==> src/rtl/spike_event_encoder.sv <==
`timescale 1ns/1ps
// Converts the per-neuron valid/spike stream into AER words {spk, eot, ts, idx} in a show-ahead FIFO.
// Latency: one cycle from strobe to ev_valid. The input is never back-pressured; when the FIFO is full, words are dropped and counted.
module spike_event_encoder #(
    parameter int N_NEURONS  = 589,
    parameter int IDX_W      = 10,
    parameter int TS_W       = 16,
    parameter int FIFO_DEPTH = 16,
    parameter int EV_W       = 2 + TS_W + IDX_W
) (
    input  logic                          clk,
    input  logic                          rst,
    input  logic                          clear,
    input  logic                          in_valid,
    input  logic                          in_spike,
    output logic                          ev_valid,
    input  logic                          ev_ready,
    output logic [EV_W-1:0]               ev_data,
    output logic [$clog2(FIFO_DEPTH):0]   fifo_level,
    output logic                          overflow,
    output logic [15:0]                   drop_cnt,
    output logic [TS_W-1:0]               timestep
);

    localparam int PTR_W = $clog2(FIFO_DEPTH);
    localparam int LVL_W = PTR_W + 1;
    localparam logic [IDX_W-1:0] LAST_IDX = IDX_W'(N_NEURONS - 1);
    localparam logic [LVL_W-1:0] FULL_LVL = LVL_W'(FIFO_DEPTH);

    logic [IDX_W-1:0] idx_q, idx_d;
    logic [TS_W-1:0]  ts_q, ts_d;
    logic [EV_W-1:0]  mem_q [FIFO_DEPTH];
    logic [EV_W-1:0]  mem_d [FIFO_DEPTH];
    logic [PTR_W-1:0] wr_ptr_q, wr_ptr_d;
    logic [PTR_W-1:0] rd_ptr_q, rd_ptr_d;
    logic [LVL_W-1:0] level_q, level_d;
    logic             overflow_q, overflow_d;
    logic [15:0]      drop_cnt_q, drop_cnt_d;

    logic             is_last, push, pop, full, accept, drop;
    logic [EV_W-1:0]  ev_word;

    always_comb begin
        is_last  = (idx_q == LAST_IDX);
        push     = in_valid && (in_spike || is_last);
        pop      = (level_q != '0) && ev_ready;
        full     = (level_q == FULL_LVL);
        // A pop in the same cycle frees the slot, so a push into a full FIFO still lands.
        accept   = push && (!full || pop);
        drop     = push && full && !pop;
        ev_word  = {in_spike, is_last, ts_q, idx_q};

        idx_d      = idx_q;
        ts_d       = ts_q;
        mem_d      = mem_q;
        wr_ptr_d   = wr_ptr_q;
        rd_ptr_d   = rd_ptr_q;
        level_d    = level_q;
        overflow_d = overflow_q;
        drop_cnt_d = drop_cnt_q;

        if (clear) begin
            idx_d      = '0;
            ts_d       = '0;
            wr_ptr_d   = '0;
            rd_ptr_d   = '0;
            level_d    = '0;
            overflow_d = 1'b0;
            drop_cnt_d = '0;
        end else begin
            if (in_valid) begin
                if (is_last) begin
                    idx_d = '0;
                    ts_d  = ts_q + TS_W'(1);
                end else begin
                    idx_d = idx_q + IDX_W'(1);
                end
            end
            if (accept) begin
                mem_d[wr_ptr_q] = ev_word;
                wr_ptr_d        = wr_ptr_q + PTR_W'(1);
            end
            if (pop) begin
                rd_ptr_d = rd_ptr_q + PTR_W'(1);
            end
            level_d = level_q + LVL_W'(accept) - LVL_W'(pop);
            if (drop) begin
                overflow_d = 1'b1;
                if (drop_cnt_q != 16'hFFFF) begin
                    drop_cnt_d = drop_cnt_q + 16'd1;
                end
            end
        end
    end

    always_ff @(posedge clk or negedge rst) begin
        if (!rst) begin
            idx_q      <= '0;
            ts_q       <= '0;
            wr_ptr_q   <= '0;
            rd_ptr_q   <= '0;
            level_q    <= '0;
            overflow_q <= 1'b0;
            drop_cnt_q <= '0;
        end else begin
            idx_q      <= idx_d;
            ts_q       <= ts_d;
            wr_ptr_q   <= wr_ptr_d;
            rd_ptr_q   <= rd_ptr_d;
            level_q    <= level_d;
            overflow_q <= overflow_d;
            drop_cnt_q <= drop_cnt_d;
        end
    end

    // Storage needs no reset: nothing is read out unless level_q marks it as written.
    always_ff @(posedge clk) begin
        mem_q <= mem_d;
    end

    assign ev_valid   = (level_q != '0);
    assign ev_data    = ev_valid ? mem_q[rd_ptr_q] : '0;
    assign fifo_level = level_q;
    assign overflow   = overflow_q;
    assign drop_cnt   = drop_cnt_q;
    assign timestep   = ts_q;

endmodule

==> config.mk <==
export PLATFORM = sky130hd
export DESIGN_NAME = spike_event_encoder
export DESIGN_NICKNAME = d
export VERILOG_FILES = /design/src/rtl/spike_event_encoder.sv
export SDC_FILE = /design/constraint.sdc
export NUM_CORES = 1
export LEC_CHECK = 0
export ABC_CLOCK_PERIOD_IN_PS = 5810
export CAP_MARGIN = 30
export CORE_MARGIN = 2
export CORE_UTILIZATION = 40
export DETAILED_ROUTE_END_ITERATION = 10
export GPL_ROUTABILITY_DRIVEN = 0
export PLACE_DENSITY = 0.52
export SLEW_MARGIN = 5
export SYNTH_ARGS = -nofsm -noshare
export SYNTH_HDL_FRONTEND = slang
export SYNTH_SLANG_ARGS = --single-unit
==> constraint.sdc <==
create_clock -name clk -period 5.81 [get_ports clk]
set_input_delay 1.162 -clock clk [delete_from_list [all_inputs] [get_ports clk]]
set_output_delay 1.162 -clock clk [all_outputs]
set_load 0.01 [all_outputs]
### Word-level counts from Yosys, hierarchy flattened

Index checks and enable logic that the tools add are counted.

| word-level totals | value |
|---|---|
| memories | 0 |
| input port bits | 6 |
| register bits after elaboration | 504 |
| logic and storage cells | 82 |
| output and inout bits | 67 |
| memory bits (writable) | 0 |
| bits in latches | 0 |
| bits in read-only memories | 0 |

| cells by class | value |
|---|---|
| shift-type cells | 0 |
| add/sub/neg operators | 7 |
| equal/unequal tests | 3 |
| magnitude comparators | 3 |
| divide/modulo/power cells | 0 |
| muxes and demuxes | 23 |
| $mul | 0 |
| reductions and logical operators | 20 |
| bitwise operators | 3 |

Operators with widths:

| operator | count |
|---|---|
| 448-bit bitwise mux | 1 |
| 28-bit binary-select mux with 4-bit select | 1 |
| 28-bit demux with 4-bit select | 1 |
| 28-bit 2-to-1 mux | 4 |
| 16-bit 2-to-1 mux | 6 |
| 16-bit by 1-bit adder with 16-bit output (second input constant) | 2 |
| 10-bit 2-to-1 mux | 3 |
| 4-bit 2-to-1 mux | 4 |
| 16-bit != test (second input constant) | 1 |
| 2-bit nonzero test | 6 |
| 10-bit by 1-bit adder with 10-bit output (second input constant) | 1 |
| 10-bit == test (second input constant) | 1 |
| 5-bit greater-or-equal comparator (second input constant) | 2 |
| 4-bit inverter with 5-bit output | 2 |
| 4-bit by 1-bit adder with 4-bit output (second input constant) | 2 |
| 1-bit logical AND | 6 |
| 2-bit AND reduction | 3 |
| 5-bit by 1-bit adder with 5-bit output | 1 |
| 5-bit == test (second input constant) | 1 |
| 5-bit by 1-bit less-than comparator with 1-bit output (second input constant) | 1 |
| 5-bit 2-to-1 mux | 1 |
| 5-bit nonzero test | 1 |
| 5-bit by 1-bit subtractor with 5-bit output | 1 |
| 1-bit logical NOT | 2 |
| 3 further kinds | 5 |

### Longest topological paths before layout

Gate-level depths: netlist (run 1).

| depth | value |
|---|---|
| depth in word-level cells | 7 |
| mapped depth | 15 |
| depth with buffers taken out | 14 |

### Least setup slack after synthesis (run 1)

Ideal clock, no wire load.

| path | value |
|---|---|
| path kind | in2reg |
| from | input in_valid |
| to | register mem_q[336] in the netlist's numbering, enable pin |
| stages on the path | 6 |
| library setup time | 0.484 ns |
| data arrival time | 4.895 ns |
| path slack | 0.431 ns |
| cell sequence | clkbuf_1 > and4b_1 > a32o_1 > buf_2 > nand2_1 > nor4_1 |

| between the ends | value |
|---|---|
| word-level cells in the longest chain between the ends | 3 |

Ends and longest elaborated chain:

| item | RTL line | text |
|---|---|---|
| start: declaration | 14 | `input logic in_valid,` |
| 1-bit logical AND | 45 | `push = in_valid && (in_spike \|\| is_last);` |
| 1-bit logical AND | 49 | `accept = push && (!full \|\| pop);` |
| 2-bit AND reduction (no line) | n/a |  |
| end signal: assignment | 118 | `mem_q <= mem_d;` |
| end: declaration | 32 | `logic [EV_W-1:0] mem_q [FIFO_DEPTH];` |

Every way passes these cells.
A chain may end at the register's enable or synchronous reset.

### Worst setup path in the final report (run 1)

| path | value |
|---|---|
| from | register rd_ptr_q[0] |
| to | output ev_data[8] |

| between the ends | value |
|---|---|
| word-level cells in the longest chain between the ends | 5 |

Ends and longest elaborated chain:

| item | RTL line | text |
|---|---|---|
| start: declaration | 35 | `logic [PTR_W-1:0] rd_ptr_q, rd_ptr_d;` |
| start signal: assignment | 109 | `rd_ptr_q <= rd_ptr_d;` |
| 4-bit inverter with 5-bit output (not written as such) | 122 | `assign ev_data = ev_valid ? mem_q[rd_ptr_q] : '0;` |
| 28-bit binary-select mux with 4-bit select | 122 |  |
| 28-bit 2-to-1 mux (not written as such) (2 in a row) | 122 |  |
| 28-bit 2-to-1 mux | 122 |  |
| end: declaration | 18 | `output logic [EV_W-1:0] ev_data,` |

Every way passes these cells. The select of a mux whose other input is x is not followed.

==> qor.csv, run 1 <==
metric,value,unit
grt_usage,0.184,
synth_top_cell_by_area,edfxtp_1,
critical-path-max-stage-delay,0.86,ns
synth_top_area_share,0.660,
power,9.07,mW
fin_setup_tns,0,ns
die_height,230,µm
wl_per_cell,25.6,µm
numClockSinks,504,
detailed_place_hpwl,28600,µm
first_global_vias,10400,
reg2reg_from,idx_q[9],
io_pins,73,
postCtsSetupRepairBufs,0,
grt_overflow,0,
path_class,reg -> out,
report.final.slew_viol_count,0,
power.density,377,mW/mm²
grt_antenna_before_repair,3,
synth_area_leaders,"edfxtp_1, mux4_2, dfrtp_1, and2_1, ha_1",
worstPathRequired,4.65,ns
critPathBufInv,2,
htree_levels,2,
core.rowCount,82,
holdBufCountCts,0,
clock_latency,0.59,ns
drcViolationCount,0,
p_leak,7.87,nW
drt_iter0_markers,1049,
nNetsFinal,1165,
holdWs,0.543,ns
syn_area,0.0204,mm²
async_reset_ff_frac,0.111,
hold_start,overflow,
ys_types,50,
synth_warnings,0,
period_minus_slack,4.85,ns
final_util,0.479,
cts_root_buf,clkbuf_16,
start_util,0.406,
vias,10200,
ff2ff_setup_slack,2.13,ns
path_clk_slew,0.06,ns
area_delta_synth_final,18.0,%
timing.final.crit_share,0.835,
synthFlopType,edfxtp_1,
die_area,0.0528,mm²
clock.fmax,206,MHz
core-area,0.0502,mm²
hold_depth,2,
die_w,230,µm
hold_path_end,overflow,
rsz0062_at_grt,false,
grt_pass1_wl,71300,µm
yosysSeqAreaShare,0.729,
dp_slack,1.41,ns
synth_edf_count,448,
post_cts_resize_count,0,
wl,47500,µm
ys_ff_latch,504,
crit_fanout,32,
start_kind,register,
endpoint_kind,output pin,
grt_max_degree,57,
cp_common_cell,mux4_2,
status,"finished, final reports clean",
synth_fp_nets,1048,
cap_violations,0,
worstPathCellList,"buf_4, mux4_2, mux4_2, and2_1, clkdlybuf4s50_1",
port_buffers,72,
hold_viol,0,
drive_above_1_share,0.239,
slowest_stage,dfrtp_4,
diodes,0,
drtPass1Iterations,5,
path_delay_family,multiplexers,
synth_most_common_cell,edfxtp_1,
cts_tree,done,
reg2reg_to,fifo_level[4],
numCtsBuffers,53,
finalClockSkew,0.0113,ns
tightestPinTransition,0.818,ns
synth.avg_cell_area,19.9,µm²
clk_path_buf_depth,3,
critPathArrivalTime,3.69,ns
maxSlewHeadroom,0.455,
via_per_inst,5.51,
hp-class,reg -> reg,
synthTopCellsByCount,"edfxtp_1, mux4_2, dfrtp_1",
setup_ws,0.960,ns
peakVddDrop,0.241,mV
r2r_cells,12,
setup_viol,0,
syn-instance-count,1026,
antenna_left,0,
==> registers in the layout (all words and copies together), names as in the netlist <==
| signal | cells |
|---|---|
| drop_cnt | 16 |
| fifo_level | 5 |
| idx_q | 10 |
| mem_q | 448 |
| overflow | 1 |
| rd_ptr_q | 4 |
| timestep | 16 |
| wr_ptr_q | 4 |
==> kinds of logic (layout without fill, tap and decap cells) <==
| kind of cell | Yosys count | after routing | synth area share |
|---|---|---|---|
| DFF | 504 | 504 | 0.729 |
| adders and majority gates | 16 | 16 | 0.0102 |
| AOI/OAI and AO/OA | 59 | 59 | 0.0176 |
| xor gates and xnor gates | 13 | 13 | 0.00559 |
| buffers and inverters | 69 | 227 | 0.0158 |
| and+or+nand+nor | 211 | 211 | 0.0593 |
| muxes | 154 | 154 | 0.162 |
==> placed cells by master, fill, tap and decap left out, types with 16 or more instances in the layout <==
| cell | count |
|---|---|
| nand2_1 | 18 |
| dfrtp_1 | 52 |
| inv_1 | 16 |
| a21oi_1 | 26 |
| edfxtp_1 | 448 |
| nand3_1 | 22 |
| and2_1 | 30 |
| nor2b_1 | 17 |
| buf_4 | 27 |
| mux4_2 | 140 |
| clkbuf_16 | 55 |
| nor2_1 | 30 |
| clkdlybuf4s50_1 | 70 |
==> power by group <==
part           internal, mW  total (mW)  switching [mW]
registers              3.94        4.07           0.132
clock network          1.90        3.28            1.38
logic                 0.945        1.72           0.775
==> stage by stage <==
stage	instance area (µm²)	instances
2_1_floorplan	20400	1026
6_report	24000	1856
5_1_grt	24000	1856
4_1_cts	24000	1856
3_5_place_dp	22300	1760
3_3_place_gp	22000	1746
==> per-layer routing <==
layer  global-route usage  routed length [µm]
met4               0.0355                 611
met1                0.289               22900
met2                0.273               21500
met5                    0                   0
met3               0.0304                2440
==> worst min-delay path, cell delays in order, from the launching register on <==
cell and delay [ns]:
dfrtp_1 0.37, a21oi_1 0.05, nor2_1 0.08
==> final cells by class <==
| type | count | area [µm²] |
|---|---|---|
| Multi-Input combinational cell | 453 | 5320 |
| Timing Repair Buffer | 115 | 1260 |
| Clock inverter | 29 | 234 |
| Tap cell | 672 | 841 |
| Inverter | 16 | 60.1 |
| Sequential cell | 504 | 14900 |
| Clock buffer | 67 | 1450 |
| Fill cell | 4169 | 26100 |
==> how the worst max path moves through the flow <==
| stage | startpoint | end | slack [ns] | depth (start not counted) |
|---|---|---|---|---|
| after global placement | in_valid | mem_q[14] | 1.33 | 5 |
| final | rd_ptr_q[0] | ev_data[8] | 0.96 | 5 |
| after floorplan | in_valid | mem_q[336] | 0.43 | 6 |
| after CTS | rd_ptr_q[0] | ev_data[8] | 0.85 | 5 |
| after global routing | rd_ptr_q[0] | ev_data[8] | 0.76 | 5 |
| after detailed placement | in_valid | fifo_level[4] | 1.41 | 13 |
No activity file was read; power rests on OpenSTA's default activity.
==> inputs of run 2 (changes only) <==
ABC_CLOCK_PERIOD_IN_PS = 4600   (was 5810)
clock period = 4.6 ns   (was 5.81 ns; I/O delays follow)
==> run 2 against run 1 <==
  * Hold slack worse by 0.11 ns
  * Die area unchanged
  * First-iteration DRC count down 37%
  * Wire length is 3.0% lower
  * Worst setup slack worse by 0.65 ns
  * Largest cell class unchanged
  * Final cell count is essentially flat
  * Combinational power increased by 25%
==> qor.csv, run 2 (synthesis gave the netlist of run 1 again) <==
metric,value,unit,change
vias,10100,,-0.93%
start_util,0.406,,unchanged
port_buffers,72,,unchanged
power.density,475,mW/mm²,+26%
crit_fanout,33,,+3.1%
worstPathRequired,3.68,ns,-0.97 ns
holdBufCountCts,0,,unchanged
numCtsBuffers,54,,+1.9%
largest-register,mem_q,,
io_pins,73,,unchanged
cts_root_buf,clkbuf_16,,
endpoint_kind,output pin,,
via_per_inst,5.47,,-0.87%
final_common_cell,edfxtp_1,,
finalClockSkew,0.0194,ns,+0.00807 ns
drt_iter0_markers,665,,-37%
hold_viol,0,,unchanged
wl_per_cell,24.8,µm,-3.0%
clk_path_buf_depth,3,,unchanged
nNetsFinal,1162,,-0.26%
p_sw_frac,0.242,,-0.0107
peakVddDrop,0.349,mV,+45%
grt_usage,0.178,,-0.00625
cap_violations,0,,unchanged
diodes,0,,unchanged
power.share.clock,0.367,,+0.005
path_class,reg -> out,,
rsz0062_at_grt,false,,
largest_register_ffs,448,,unchanged
final_util,0.478,,-0.000972
die_height,230,µm,unchanged
final_cell_mix,"edfxtp_1, mux4_2, clkdlybuf4s50_1, clkbuf_16, dfrtp_1",,
postCtsSetupRepairBufs,0,,unchanged
die_w,230,µm,unchanged
tightestPinTransition,0.863,ns,+0.0447 ns
power.switching,2.75,mW,+20%
setup_viol,0,,unchanged
first_global_vias,10500,,+0.067%
power,11.4,mW,+26%
die_area,0.0528,mm²,unchanged
grt_max_degree,73,,+28%
drive_above_1_share,0.237,,-0.00233
fillers,4159,,-0.24%
period_minus_slack,4.29,ns,
numClockSinks,504,,unchanged
drtPass1Iterations,5,,unchanged
report.final.slew_viol_count,0,,unchanged
critPathArrivalTime,3.37,ns,-0.32 ns
timing.final.crit_share,0.932,,
grt_overflow,0,,unchanged
combinationalPowerShare,0.189,,about the same
htree_levels,2,,unchanged
post_cts_resize_count,0,,unchanged
status,"finished, final reports clean",,
detailed_place_hpwl,25300,µm,-12%
cts_tree,done,,
antenna_left,0,,unchanged
path_clk_slew,0.06,ns,about the same
start_kind,register,,
pwr-share-seq,0.444,,-0.005
wl,46000,µm,-3.0%
p_leak,7.87,nW,about the same
core-area,0.0502,mm²,unchanged
clock_latency,0.60,ns,about the same
grt_antenna_before_repair,1,,-2
area_delta_synth_final,17.7,%,
clock.fmax,233,MHz,
fin_setup_tns,0,ns,unchanged
maxSlewHeadroom,0.425,,-0.0298
core.rowCount,82,,unchanged
drcViolationCount,0,,unchanged
grt_pass1_wl,69100,µm,-3.1%
internal_power,8.64,mW,+27%
hp-class,in -> async,,
-- run 2: changes by cell type in the layout (fill, tap and decap cells not counted), sizes merged --
cell	before	now
clkinv	18	14
inv	18	16
buf	45	41
clkinvlp	6	0
bufinv	3	1
clkbuf	67	84
-- run 2: area by class of cell --
type / count / area, µm² / share of cell area
Inverter: 16 / 60.1 / 0.00250
Sequential cell: 504 / 14900 / 0.620
Tap cell: 672 / 841 / 0.0351
Multi-Input combinational cell: 453 / 5320 / 0.222
Timing Repair Buffer: 111 / 1180 / 0.0491
Clock inverter: 15 / 92.6 / 0.00386
Clock buffer: 84 / 1630 / 0.0679
-- run 2: stage by stage --
stage | hold slack, ns | area, µm² | worst slack, ns | instances
floorplan | 0.529 | 20400 | -0.537 | 1026
global route | 0.485 | 24000 | 0.137 | 1855
detailed placement | 0.517 | 22300 | 0.589 | 1756
CTS | 0.452 | 24000 | 0.222 | 1855
finish | 0.435 | 24000 | 0.312 | 1855
global placement | 0.525 | 22300 | 0.665 | 1755
-- run 2: critical path, stage by stage (launching register included) --
cell and delay [ns]:
dfrtp_4 0.66, buf_12 0.33, mux4_2 0.56, mux4_2 0.47, and2_1 0.22, clkdlybuf4s50_1 0.51
-- run 2: routing by layer --
metal,share of wire,global-route usage,wire length [µm],vias to the layer above
met3,0.046,0.0321,2130,61
li1,-,-,-,4441
met1,0.45,0.253,20900,5400
met4,0.017,0.0401,778,0
met5,0,0,0,-
met2,0.48,0.288,22200,237
-- run 2: power by group through the flow --
| stage | Clock (mW) | Sequential (mW) | Combinational (mW) |
|---|---|---|---|
| finish | 4.18 | 5.06 | 2.15 |
| global route | 4.45 | 5.07 | 2.34 |
| CTS | 4.28 | 5.07 | 2.22 |
| detailed placement | 0 | 5.16 | 2.21 |
| global placement | 0 | 5.16 | 2.21 |
| floorplan | 0 | 5.11 | 1.49 |
-- run 2: final timing paths --
path | to | slack (ns) | depth (start not counted) | from
setup / recovery | ev_data[8] | 0.31 | 5 | rd_ptr_q[0]
hold / removal | drop_cnt[13] | 0.44 | 1 | rst
setup reg to reg | fifo_level[4] | 1.03 | 12 | idx_q[4]
hold reg to reg | idx_q[0] | 0.55 | 3 | idx_q[0]
max in group asynchronous | timestep[13] | 3.27 | 2 | rst
min in group clk | idx_q[0] | 0.55 | 3 | idx_q[0]
==> inputs of run 3 (changes only) <==
ABC_CLOCK_PERIOD_IN_PS = 4100   (was 4600)
SKIP_LAST_GASP = 1   (was default)
clock period = 4.1 ns   (was 4.6 ns; I/O delays follow)
==> run 3 against run 2 <==
  * Clock skew shrank 0.0060 ns
  * Wire length increased by 1.5%
  * Largest power group unchanged
  * Critical endpoint is now ev_data[15]
  * First-iteration DRC count up 14%
  * Largest cell class unchanged
  * Highest routed layer unchanged
==> qor.csv, run 3 (synthesis gave the netlist of run 1 again) <==
metric,value,unit,change
rsz0062_at_grt,true,,
fin_cells,1881,,+1.4%
numCtsBuffers,55,,+1.9%
final_cell_mix,"edfxtp_1, mux4_2, clkdlybuf4s50_1, clkbuf_16, dfrtp_1",,
ff2ff_setup_slack,0.76,ns,-0.27 ns
diodes,0,,unchanged
finalClockSkew,0.0134,ns,-0.00595 ns
area_delta_synth_final,19.3,%,
cts_root_buf,clkbuf_16,,
critical-path-max-stage-delay,0.58,ns,-0.08 ns
path_delay_family,multiplexers,,
setup_ws,0.0798,ns,-0.232 ns
vias,10300,,+1.6%
cp_common_cell,mux4_2,,
r2r_cells,14,,+2
timing.final.crit_share,0.981,,
crit_fanout,34,,+3.0%
nNetsFinal,1185,,+2.0%
wl_met3,1830,µm,-14%
hp-class,in -> async,,
maxSlewHeadroom,0.386,,-0.0385
reg2reg_to,fifo_level[4],,
slowest_stage,mux4_2,,
dp_slack,0.479,ns,-0.111 ns
fin_setup_tns,0,ns,unchanged
worstPathRequired,3.28,ns,-0.40 ns
peakVddDrop,0.310,mV,-11%
die_area,0.0528,mm²,unchanged
reg2reg_from,fifo_level[2],,
grt_usage,0.181,,+0.00383
numClockSinks,504,,unchanged
met2_length,22500,µm,+1.3%
holdBufCountCts,0,,unchanged
top_layer_used,met4,,
die_height,230,µm,unchanged
period_minus_slack,4.02,ns,
critPathArrivalTime,3.20,ns,-0.17 ns
detailed_place.area,0.0224,mm²,+0.71%
wl_per_cell,24.8,µm,about the same
worstPathCellList,"buf_16, mux4_2, mux4_2, and2_1, clkdlybuf4s50_1",,
clk_path_buf_depth,3,,unchanged
hold_viol,0,,unchanged
drtPass1Iterations,5,,unchanged
setup_viol,0,,unchanged
drt_iter0_markers,761,,+14%
clock_latency,0.60,ns,about the same
clock.fmax,249,MHz,
detailed_place_hpwl,25100,µm,-0.81%
first_global_vias,10700,,+2.8%
htree_levels,2,,unchanged
fillers,4131,,-0.67%
io_pins,73,,unchanged
endpoint_kind,output pin,,
critPathBufInv,2,,unchanged
die_w,230,µm,unchanged
antenna_left,0,,unchanged
cts_tree,done,,
drive_above_1_share,0.251,,+0.0139
placed_cells_incl_taps,1772,,+0.91%
tightestPinTransition,0.920,ns,+0.0578 ns
met1_length,21200,µm,+1.7%
grt_max_degree,51,,-30%
core-area,0.0502,mm²,unchanged
report.final.slew_viol_count,0,,unchanged
via_per_inst,5.48,,+0.18%
finalInstanceArea,0.0243,mm²,+1.3%
path_clk_slew,0.06,ns,about the same
grt_overflow,0,,unchanged
cp.depth,5,,unchanged
port_buffers,72,,unchanged
start_kind,register,,
start_util,0.406,,unchanged
power.density,538,mW/mm²,+13%
status,"finished, final reports clean",,
final_common_cell,edfxtp_1,,
largest-register,mem_q,,
cap_violations,0,,unchanged
wl,46700,µm,+1.5%
path_class,reg -> out,,
core.rowCount,82,,unchanged
largest_register_ffs,448,,unchanged
p_leak,8.03,nW,+2.1%
drcViolationCount,0,,unchanged
grt_antenna_before_repair,1,,unchanged
grt_pass1_wl,70500,µm,+2.1%
==> run 3: cell types whose count changed in the layout (fill, tap and decap cells not counted), sizes merged <==
cell / delta
buf: +21
bufinv: +2
clkbuf: +3
clkinv: -2
clkinvlp: +2
==> run 3: final cells by class <==
type / count / area [µm²] / area share
inverter: 16 / 60.1 / 0.00247
clock buffer: 86 / 1610 / 0.0661
multi-input combinational: 453 / 5320 / 0.219
tap: 672 / 841 / 0.0346
clock inverter: 17 / 160 / 0.00659
sequential: 504 / 14900 / 0.612
timing repair buffer: 133 / 1450 / 0.0598
==> run 3: routing by layer <==
metal / track usage / up-vias
li1: - / 4489
met1: 0.256 / 5543
met4: 0.0579 / 0
met2: 0.293 / 206
met3: 0.0267 / 62
met5: 0 / -
==> run 3: repair_timing <==
item                                    in CTS  in global routing
buffers inserted                             3                  1
endpoints found under the setup margin      10                  7
gates cloned                                 1                  1
gates resized for setup                      2                  2
==> run 3: per-stage QoR <==
step / util / hold WS (ns) / power (mW)
floorplan: - / 0.524 / 7.40
global placement: 0.447 / 0.505 / 8.30
detailed placement: 0.447 / 0.492 / 8.31
CTS: 0.484 / 0.270 / 13.2
global route: 0.484 / 0.299 / 13.6
finish: 0.484 / 0.267 / 13.1
==> run 3: power by group <==
part           internal (mW)  leakage [nW]  total (mW)  switching (mW)
clock                   2.86         0.859        4.80            1.94
sequential              5.58          5.02        5.67          0.0868
combinational           1.45          2.16        2.59            1.15
==> run 3: worst max path at each step <==
stage / startpoint / to / slack, ns
finish: rd_ptr_q[0] / ev_data[15] / 0.08
detailed placement: in_valid / fifo_level[4] / 0.48
CTS: rd_ptr_q[0] / ev_data[15] / 0.02
global placement: in_valid / fifo_level[4] / 0.50
floorplan: in_valid / mem_q[336] / -0.94
global route: rd_ptr_q[0] / ev_data[26] / -0.02
